==> src/rtl/clock_div_ctrl.sv <==
// Run-time controller for the divided clock path.
// Holds the half-period reload value, runs/stops/one-shots the divided clock,
// and accepts new divide values through a one-deep shadow register that is
// applied only at a terminal count so clk_o never glitches.
module clock_div_ctrl #(
  parameter int          CNT_W       = 22,
  parameter int unsigned DEFAULT_DIV = 1039999
) (
  input  logic             clk_i,
  input  logic             reset_n,
  input  logic             cfg_valid,
  output logic             cfg_ready,
  input  logic [CNT_W-1:0] cfg_div,
  input  logic             cfg_oneshot,
  input  logic             start,
  input  logic             stop,
  output logic             busy,
  output logic             tick_o,
  output logic             clk_o,
  output logic             done_o
);

  localparam logic [CNT_W-1:0] DEF_DIV_C = CNT_W'(DEFAULT_DIV);

  typedef enum logic [1:0] {
    ST_IDLE     = 2'd0,
    ST_RUN      = 2'd1,
    ST_STOPPING = 2'd2
  } state_e;

  // A zero divide would give a one-cycle half-period; the floor is 1.
  function automatic logic [CNT_W-1:0] clamp_div(input logic [CNT_W-1:0] div);
    if (div == '0) begin
      clamp_div = CNT_W'(1);
    end else begin
      clamp_div = div;
    end
  endfunction

  state_e           state_q, state_d;
  logic [CNT_W-1:0] count_q, count_d;
  logic [CNT_W-1:0] active_div_q, active_div_d;
  logic             active_os_q, active_os_d;
  logic [CNT_W-1:0] shadow_div_q, shadow_div_d;
  logic             shadow_os_q, shadow_os_d;
  logic             pend_q, pend_d;
  logic             clk_q, clk_d;
  logic             tick_q, tick_d;
  logic             done_q, done_d;

  logic             tc_s;
  logic             capture_s;
  logic             apply_s;

  assign tc_s      = (state_q != ST_IDLE) && (count_q == active_div_q);
  assign capture_s = cfg_valid && !pend_q;
  // IDLE applies a pending value straight away; running states wait for a TC.
  assign apply_s   = pend_q && ((state_q == ST_IDLE) || tc_s);

  assign cfg_ready = !pend_q;
  assign busy      = (state_q != ST_IDLE);
  assign tick_o    = tick_q;
  assign clk_o     = clk_q;
  assign done_o    = done_q;

  // Next-state, counter and registered-output logic for the divider FSM.
  always_comb begin
    state_d = state_q;
    count_d = count_q;
    clk_d   = clk_q;
    tick_d  = 1'b0;
    done_d  = 1'b0;

    case (state_q)
      ST_IDLE: begin
        count_d = '0;
        clk_d   = 1'b0;
        // stop wins over a simultaneous start
        if (start && !stop) begin
          state_d = ST_RUN;
        end else begin
          state_d = ST_IDLE;
        end
      end

      ST_RUN: begin
        if (tc_s) begin
          count_d = '0;
          tick_d  = 1'b1;
          clk_d   = !clk_q;
          if (active_os_q) begin
            // one-shot ends here; IDLE clears clk_o on the following cycle
            done_d  = 1'b1;
            state_d = ST_IDLE;
          end else if (stop) begin
            state_d = ST_STOPPING;
          end else begin
            state_d = ST_RUN;
          end
        end else begin
          count_d = count_q + CNT_W'(1);
          if (stop) begin
            state_d = ST_STOPPING;
          end else begin
            state_d = ST_RUN;
          end
        end
      end

      ST_STOPPING: begin
        if (tc_s) begin
          count_d = '0;
          tick_d  = 1'b1;
          done_d  = 1'b1;
          clk_d   = 1'b0;
          state_d = ST_IDLE;
        end else begin
          count_d = count_q + CNT_W'(1);
          state_d = ST_STOPPING;
        end
      end

      default: begin
        state_d = ST_IDLE;
        count_d = '0;
        clk_d   = 1'b0;
      end
    endcase
  end

  // Shadow capture and application of pending divide values.
  always_comb begin
    active_div_d = active_div_q;
    active_os_d  = active_os_q;
    shadow_div_d = shadow_div_q;
    shadow_os_d  = shadow_os_q;
    pend_d       = pend_q;

    if (apply_s) begin
      active_div_d = shadow_div_q;
      active_os_d  = shadow_os_q;
      pend_d       = 1'b0;
    end else begin
      active_div_d = active_div_q;
      active_os_d  = active_os_q;
    end

    // capture_s requires pend_q=0 and apply_s requires pend_q=1, so they never collide
    if (capture_s) begin
      shadow_div_d = clamp_div(cfg_div);
      shadow_os_d  = cfg_oneshot;
      pend_d       = 1'b1;
    end else begin
      shadow_div_d = shadow_div_q;
      shadow_os_d  = shadow_os_q;
    end
  end

  // State and datapath registers with asynchronous reset.
  always_ff @(posedge clk_i or negedge reset_n) begin
    if (!reset_n) begin
      state_q      <= ST_IDLE;
      count_q      <= '0;
      active_div_q <= DEF_DIV_C;
      active_os_q  <= 1'b0;
      shadow_div_q <= DEF_DIV_C;
      shadow_os_q  <= 1'b0;
      pend_q       <= 1'b0;
      clk_q        <= 1'b0;
      tick_q       <= 1'b0;
      done_q       <= 1'b0;
    end else begin
      state_q      <= state_d;
      count_q      <= count_d;
      active_div_q <= active_div_d;
      active_os_q  <= active_os_d;
      shadow_div_q <= shadow_div_d;
      shadow_os_q  <= shadow_os_d;
      pend_q       <= pend_d;
      clk_q        <= clk_d;
      tick_q       <= tick_d;
      done_q       <= done_d;
    end
  end

endmodule

==> config.mk <==
export PLATFORM = sky130hd
export DESIGN_NAME = clock_div_ctrl
export DESIGN_NICKNAME = d
export VERILOG_FILES = /design/src/rtl/clock_div_ctrl.sv
export SDC_FILE = /design/constraint.sdc
export NUM_CORES = 1
export LEC_CHECK = 0
export ABC_AREA = 1
export CAP_MARGIN = 20
export CORE_ASPECT_RATIO = 0.8
export CORE_UTILIZATION = 40
export DETAILED_ROUTE_END_ITERATION = 7
export PLACE_DENSITY_LB_ADDON = 0.12
export SLEW_MARGIN = 20
export SYNTH_ARGS = -nofsm -noshare
export SYNTH_HDL_FRONTEND = slang
export SYNTH_SLANG_ARGS = --single-unit
==> constraint.sdc <==
create_clock -name clk_i -period 1.85 [get_ports clk_i]
set_input_delay 0.185 -clock clk_i [delete_from_list [all_inputs] [get_ports clk_i]]
set_output_delay 0.185 -clock clk_i [all_outputs]
set_load 0.01 [all_outputs]
==> summary.md, run 1 <==
| Metric | Value |
|---|---|
| DR DRC count | 0 |
| DR WL/cell | 12.6 um |
| Final HPWL DP | 5340 um |
| Placement row count | 30 |
| Synth Area in Simple Gates | 0.272 |
| RSZ-0062 raised after global routing | true |
| Max Cap Violations | 0 |
| Largest stage delay, worst path | 0.56 ns |
| DR vias/cell | 4.67 |
| Fill cell count | 841 |
| I/O Buffers | 32 |
| Area Overhead vs Synth | 25.2% |
| Most numerous cell on the critical path | nand2_1 |
| Final Cycle Share | 0.950 |
| Synth Area in Adders | 0.0173 |
| Syn Inst Count | 438 |
| Pwr dens | 1450 mW/mm^2 |
| Register-to-register setup slack | 0.09 ns |
| Final Hold Fails | 0 |
| Slew HR | 0.738 |
| Tot Pwr | 6.56 mW |
| Top fanout value on the critical path | 10 |
| H-Tree Level Count | 3 |
| Root buf cell | clkbuf_16 |
| Fin crit period | 1.76 ns |
| Worst hold path endpoint | shadow_os_q |
| R2R Path Start | active_div_q[4] |
| VDD IR max | 0.777 mV |
| Initial antenna violation count | 0 |
| Synth cell types | 28 |
| Hold path depth | 3 |
| Synth Cell Area | 0.00361 sq mm |
| DIE WIDTH | 108 um |
| Pre-Repair DR Iteration Count | 4 |
| Slowest CP cell | dfstp_2 |
| Worst EP required | 2.08 ns |
| Setup Slack @ Placement | 0.0422 ns |
| CTS tree | yes |
| Clock Sinks | 74 |
| Worst r2r path cells | 12 |
| Final max-slew violation count | 0 |
| Final setup viols | 0 |
| Crit start category | flip-flop |
| Initial DRC Count | 139 |
| Total GRT Usage | 0.178 |
| Worst Tran Pin Value | 0.390 ns |
| Outcome | complete, no violations |
| WP data arrival | 1.99 ns |
| IO Pins | 33 |
| HP Start | cfg_oneshot |
| Inst Count DP | 582 |
| Final ANT Viol Nets | 0 |
| R2r endpoint | active_div_q[20] |
| CTS Buf Count | 9 |
| P_leak | 2.15 nW |
| Final Net Count | 525 |
| Yosys warnings | 0 |
| Clock skew | 0.00663 ns |
| Avg Cell Area, Syn | 8.25 sq um |
| Clock transition at path regs | 0.06 ns |
| Crit path cell chain | inv_1 > nand2_1 > nand2_1 > nor2_1 > nand3_1 > nor2_2 > nand2_1 > nand2_2 > nand2_2 > buf_4 > nand2_1 > o21ai_2 |
| Final RePlAce weighted congestion | 0.790 |
| CP endpoint kind | flip-flop |
| Routed WL | 7670 um |
| FMAX | 569 MHz |
| Layout cell share with drive strength beyond 1 | 0.177 |
| Yosys reg bits | 74 |
| First-pass GRT wire length | 12,500 um |
| Ant diodes | 0 |
| Critical path class | reg -> reg |
| Clock latency on the worst-skew pair | 0.34 ns |
| Die ar. | 0.00942 sq mm |
| Worst hold-check path type | in -> reg |
| Post-layout util | 0.524 |
| Via count | 2,841 |
| Initial core utilization | 0.419 |
| Largest net degree at the start of global routing | 75 |
| Vias in the first global route | 2,534 |
| Clk buf depth | 2 |
| Congestion Overflow GR | 0 |
| Die Height | 87.0 um |
| Mux contribution to synthesized area | 0 |
| Syn nets | 471 |
| Slack of the critical path | 0.0916 ns |
| Core Box Area | 0.00863 sq mm |
| Post-synthesis compound-gate area fraction | 0.0623 |
| Synth Area in XOR/XNOR | 0.0509 |
| Final cell count without fillers | 609 |
| Main combinational cell family by area after synthesis | simple AND/OR/NAND/NOR gates |
| Seq/Total Area, Yosys | 0.524 |
how the worst max path moves through the flow:
stage                          startpoint                to  slack, ns
after floorplan           active_div_q[0]   active_div_q[8]       0.26
after global placement         count_q[5]       count_q[15]       0.09
after detailed placement  active_div_q[4]   active_div_q[8]       0.04
after CTS                 active_div_q[4]   active_div_q[8]       0.02
after global routing           count_q[0]       count_q[18]      -0.04
final                     active_div_q[4]  active_div_q[20]       0.09
per-layer routing:
metal,vias up,track usage,share of wire
met2,46,0.238,0.42
met4,0,0.0627,0.0066
li1,1494,-,-
met1,1297,0.270,0.54
met5,-,0,0
met3,4,0.0494,0.031
cells in the final DEF (no fill, tap or decap), types with 3 or more instances in the layout:
master,synthesis,routed
nor4_1,6,6
ha_1,5,4
o21ai_2,2,3
nand2_2,2,3
inv_1,53,52
clkbuf_16,0,9
a21oi_1,11,11
buf_4,2,16
nand3_1,27,25
clkdlybuf4s50_1,0,30
dfstp_2,34,34
xnor2_1,6,6
nand2_1,129,128
nor2_1,41,40
nand4_1,5,5
nor3_1,14,14
nand3_2,1,3
dfrtp_1,40,40
o21ai_0,28,25
xor2_1,15,15
sequential cells by signal (all words and copies together), names as in the netlist:
register      flops
active_div_q     22
active_os_q       1
clk_o             1
state_q           2
shadow_div_q     22
pend_q            1
tick_o            1
done_o            1
count_q          22
shadow_os_q       1
where the power goes:
part           switching [mW]  total, mW  internal, mW
clock                   0.674       1.72          1.05
combinational            1.22       2.07         0.853
sequential              0.358       2.77          2.42
total                    2.25       6.56          4.32
synth_stat cells, drive strengths merged:
library cell    n  area (sq um)
clkbuf          4          15.0
inv            54           203
nor2           42           160
nor3           17           106
nand3          28           145
nand2         131           497
o22ai           1          6.26
nor3b           1          7.51
a21oi          11          55.1
a31oi           1          6.26
buf             7          46.3
nand4           5          31.3
xor2           15           131
dfstp          34           893
nor4            6          37.5
o21ai          30           158
ha              5          62.6
dfrtp          40          1000
xnor2           6          52.6
what timing repair did:
action / in CTS / in global routing
cloned: 0 / 1
setup buffers: 0 / 9
hold endpoints to repair: 40 / 0
pin swaps: 0 / 9
hold buffers: 1 / 0
setup endpoints to repair: 1 / 30
resized for setup: 2 / 12
per-stage QoR:
stage	instance area (sq um)	setup TNS, ns	hold WS (ns)
after floorplan	3610	0	-0.111
after global routing	4530	-0.257	0.388
after global placement	4120	0	0.251
after CTS	4420	0	0.375
after detailed placement	4120	0	0.252
final	4530	0	0.391
worst max-delay path: cells and delay by family, from the launching register on:
kind | cells | cell delay [ns]
simple gates | 9 | 0.83
flops | 1 | 0.56
buf+inv | 2 | 0.21
compound gates | 1 | 0.05
logic make-up after synthesis:
kind of cell	Yosys count
adders and majority gates	5
buffers and inverters	65
xor gates and xnor gates	21
and+or+nand+nor	230
DFF	74
AOI/OAI and AO/OA	43
cell type report:
cell class              count  area, sq um  share of cell area
flip-flops and latches     74         1890               0.418
multi-input cells         299         1480               0.328
inverters                  54          203              0.0448
repair buffers             54          512               0.113
well taps                 112          140              0.0310
clock buffers              10          229              0.0506
clock inverters             6         65.1              0.0144
No activity file was read; power rests on OpenSTA's default activity.
==> run 2, diff against run 1 <==
--- a/config.mk
+++ b/config.mk
@@ -6,9 +6,10 @@
 export NUM_CORES = 1
 export LEC_CHECK = 0
 export ABC_AREA = 1
-export CAP_MARGIN = 20
+export CAP_MARGIN = 10
 export CORE_ASPECT_RATIO = 0.8
 export CORE_UTILIZATION = 40
+export CTS_BUF_LIST = sky130_fd_sc_hd__clkbuf_2 sky130_fd_sc_hd__clkbuf_4 sky130_fd_sc_hd__clkbuf_8
 export DETAILED_ROUTE_END_ITERATION = 7
 export PLACE_DENSITY_LB_ADDON = 0.12
 export SLEW_MARGIN = 20
==> run 2 against run 1 <==
  * Flip-flop and latch count did not move
  * Clock power fell by 27%
  * Sequential share of layout area rose by 1.0 points
  * Count of clock-buffer cells in the layout did not move
  * Critical endpoint unchanged
==> summary.md, run 2 (synthesis gave the netlist of run 1 again) <==
| Metric | Value |
|---|---|
| H-Tree Level Count | 3 |
| Sw Share | 0.361 |
| IO Pins | 33 |
| Outcome | complete, no violations |
| Pre-Repair DR Iteration Count | 4 |
| Clock Sinks | 74 |
| Worst Tran Pin Value | 0.407 ns |
| Largest stage delay, worst path | 0.57 ns |
| Final setup viols | 0 |
| Final HPWL DP | 5340 um |
| Largest regs | active_div_q: 22 flops, count_q: 22 flops, shadow_div_q: 22 flops |
| Clock network power share | 0.205 |
| Top fanout value on the critical path | 10 |
| Fin crit period | 1.74 ns |
| Initial DRC Count | 116 |
| VDD IR max | 0.775 mV |
| Initial core utilization | 0.419 |
| Final cell count without fillers | 606 |
| Worst hold-check path type | in -> reg |
| Clk buf depth | 2 |
| Routed WL | 7640 um |
| WP data arrival | 1.99 ns |
| Clock transition at path regs | 0.08 ns |
| Most numerous cell on the critical path | nand2_1 |
| DR vias/cell | 4.66 |
| Final Hold Fails | 0 |
| Crit start category | flip-flop |
| Clock skew | 0.0123 ns |
| Internal power | 3.91 mW |
| DR WL/cell | 12.6 um |
| Congestion Overflow GR | 0 |
| Final max-slew violation count | 0 |
| Via count | 2,822 |
| Critical path class | reg -> reg |
| Inst Count DP | 582 |
| DIE WIDTH | 108 um |
| Vias in the first global route | 2,529 |
| Slowest CP cell | dfstp_2 |
| Root buf cell | clkbuf_8 |
| CP endpoint kind | flip-flop |
| Worst EP required | 2.10 ns |
| Ant diodes | 0 |
| Max Cap Violations | 0 |
| CTS Buf Count | 9 |
| Core Box Area | 0.00863 sq mm |
| RSZ-0062 raised after global routing | true |
| CTS tree | yes |
| Final ANT Viol Nets | 0 |
| FMAX | 575 MHz |
| DR DRC count | 0 |
| Slew HR | 0.729 |
| I/O Buffers | 32 |
| Crit path cell chain | inv_1 > nand2_1 > nand2_1 > nor2_1 > nand3_1 > nor2_2 > nand2_1 > nand2_2 > nand2_2 > buf_4 > nand2_1 > o21ai_2 |
| First-pass GRT wire length | 12,500 um |
| Final Net Count | 522 |
| Largest net degree at the start of global routing | 75 |
| Combinational cell fraction of total power | 0.341 |
| Clock latency on the worst-skew pair | 0.36 ns |
| Crit path buffers/inverters | 2 |
| Placement row count | 30 |
| P_leak | 2.08 nW |
| Most frequent cells in the layout | nand2_1 (128), inv_1 (52), nor2_1 (40), dfrtp_1 (40), dfstp_2 (34) |
| Final RePlAce weighted congestion | 0.790 |
| Setup total negative slack | 0 ns |
| Layout cell share with drive strength beyond 1 | 0.174 |
| Most common cell after layout, fill and taps aside | nand2_1 |
| Die Height | 87.0 um |
| Total GRT Usage | 0.178 |
| Area Overhead vs Synth | 22.2% |
| Sw power | 2.21 mW |
| Reg power frac | 0.454 |
| Die ar. | 0.00942 sq mm |
| Initial antenna violation count | 0 |
| Final Cycle Share | 0.940 |
| CP top delay family | simple AND/OR/NAND/NOR gates |
| Pwr dens | 1390 mW/mm^2 |
[run 2: worst reg2reg max path: stages, from the launching register on]
cell     delay (ns)
dfstp_2        0.57
inv_1          0.04
nand2_1        0.05
nand2_1        0.06
nor2_1         0.10
nand3_1        0.12
nor2_2         0.16
nand2_1        0.08
nand2_2        0.10
nand2_2        0.07
buf_4          0.17
nand2_1        0.07
o21ai_2        0.05
[run 2: area by class of cell]
type | count | area, sq um
Clock buffer | 10 | 131
Clock inverter | 6 | 65.1
Fill cell | 850 | 4220
Inverter | 54 | 203
Multi-Input combinational cell | 299 | 1500
Sequential cell | 74 | 1890
Tap cell | 112 | 140
Timing Repair Buffer | 51 | 489
[run 2: path summary, 6_finish.rpt]
| path | start | endpoint | slack (ns) | cells after the start |
|---|---|---|---|---|
| max in group asynchronous | reset_n | shadow_div_q[5] | 1.10 | 3 |
| worst min-delay path | cfg_oneshot | shadow_os_q | 0.36 | 3 |
| worst max-delay path | active_div_q[4] | active_div_q[20] | 0.11 | 12 |
| min in group asynchronous | reset_n | count_q[13] | 0.39 | 3 |
| worst max register to register | active_div_q[4] | active_div_q[20] | 0.11 | 12 |
| worst min register to register | shadow_div_q[1] | shadow_div_q[1] | 0.47 | 2 |
[run 2: power by group through the flow]
stage          Clock (mW)  Sequential (mW)  Combinational (mW)
5_1_grt              1.37             2.85                2.38
6_report             1.26             2.78                2.09
3_5_place_dp            0             2.81                1.99
2_1_floorplan           0             2.69                1.45
4_1_cts              1.30             2.78                2.01
3_3_place_gp            0             2.80                1.97
[run 2: what timing repair did]
action / CTS / global route
endpoints found under the hold margin: 40 / 0
pin swaps: 0 / 7
gates resized for setup: 2 / 14
setup buffers: 0 / 6
gates cloned: 0 / 1
setup endpoints to repair: 1 / 29
hold buffers: 1 / 0
[run 2: layer usage]
metal | up-vias | wire length (um) | GRT usage
li1 | 1483 | - | -
met1 | 1287 | 4230 | 0.270
met2 | 46 | 3020 | 0.237
met3 | 6 | 312 | 0.0651
met4 | 0 | 68 | 0.0442
met5 | - | 0 | 0
[run 2: through the flow]
step / setup slack [ns] / power, mW / util / hold slack (ns) / cell area, sq um
global placement: 0.0894 / 4.77 / 0.477 / 0.251 / 4120
global route: -0.0172 / 6.60 / 0.512 / 0.346 / 4420
CTS: 0.0142 / 6.09 / 0.501 / 0.346 / 4320
detailed placement: 0.0422 / 4.80 / 0.477 / 0.252 / 4120
floorplan: 0.256 / 4.14 / - / -0.111 / 3610
finish: 0.111 / 6.13 / 0.512 / 0.362 / 4420
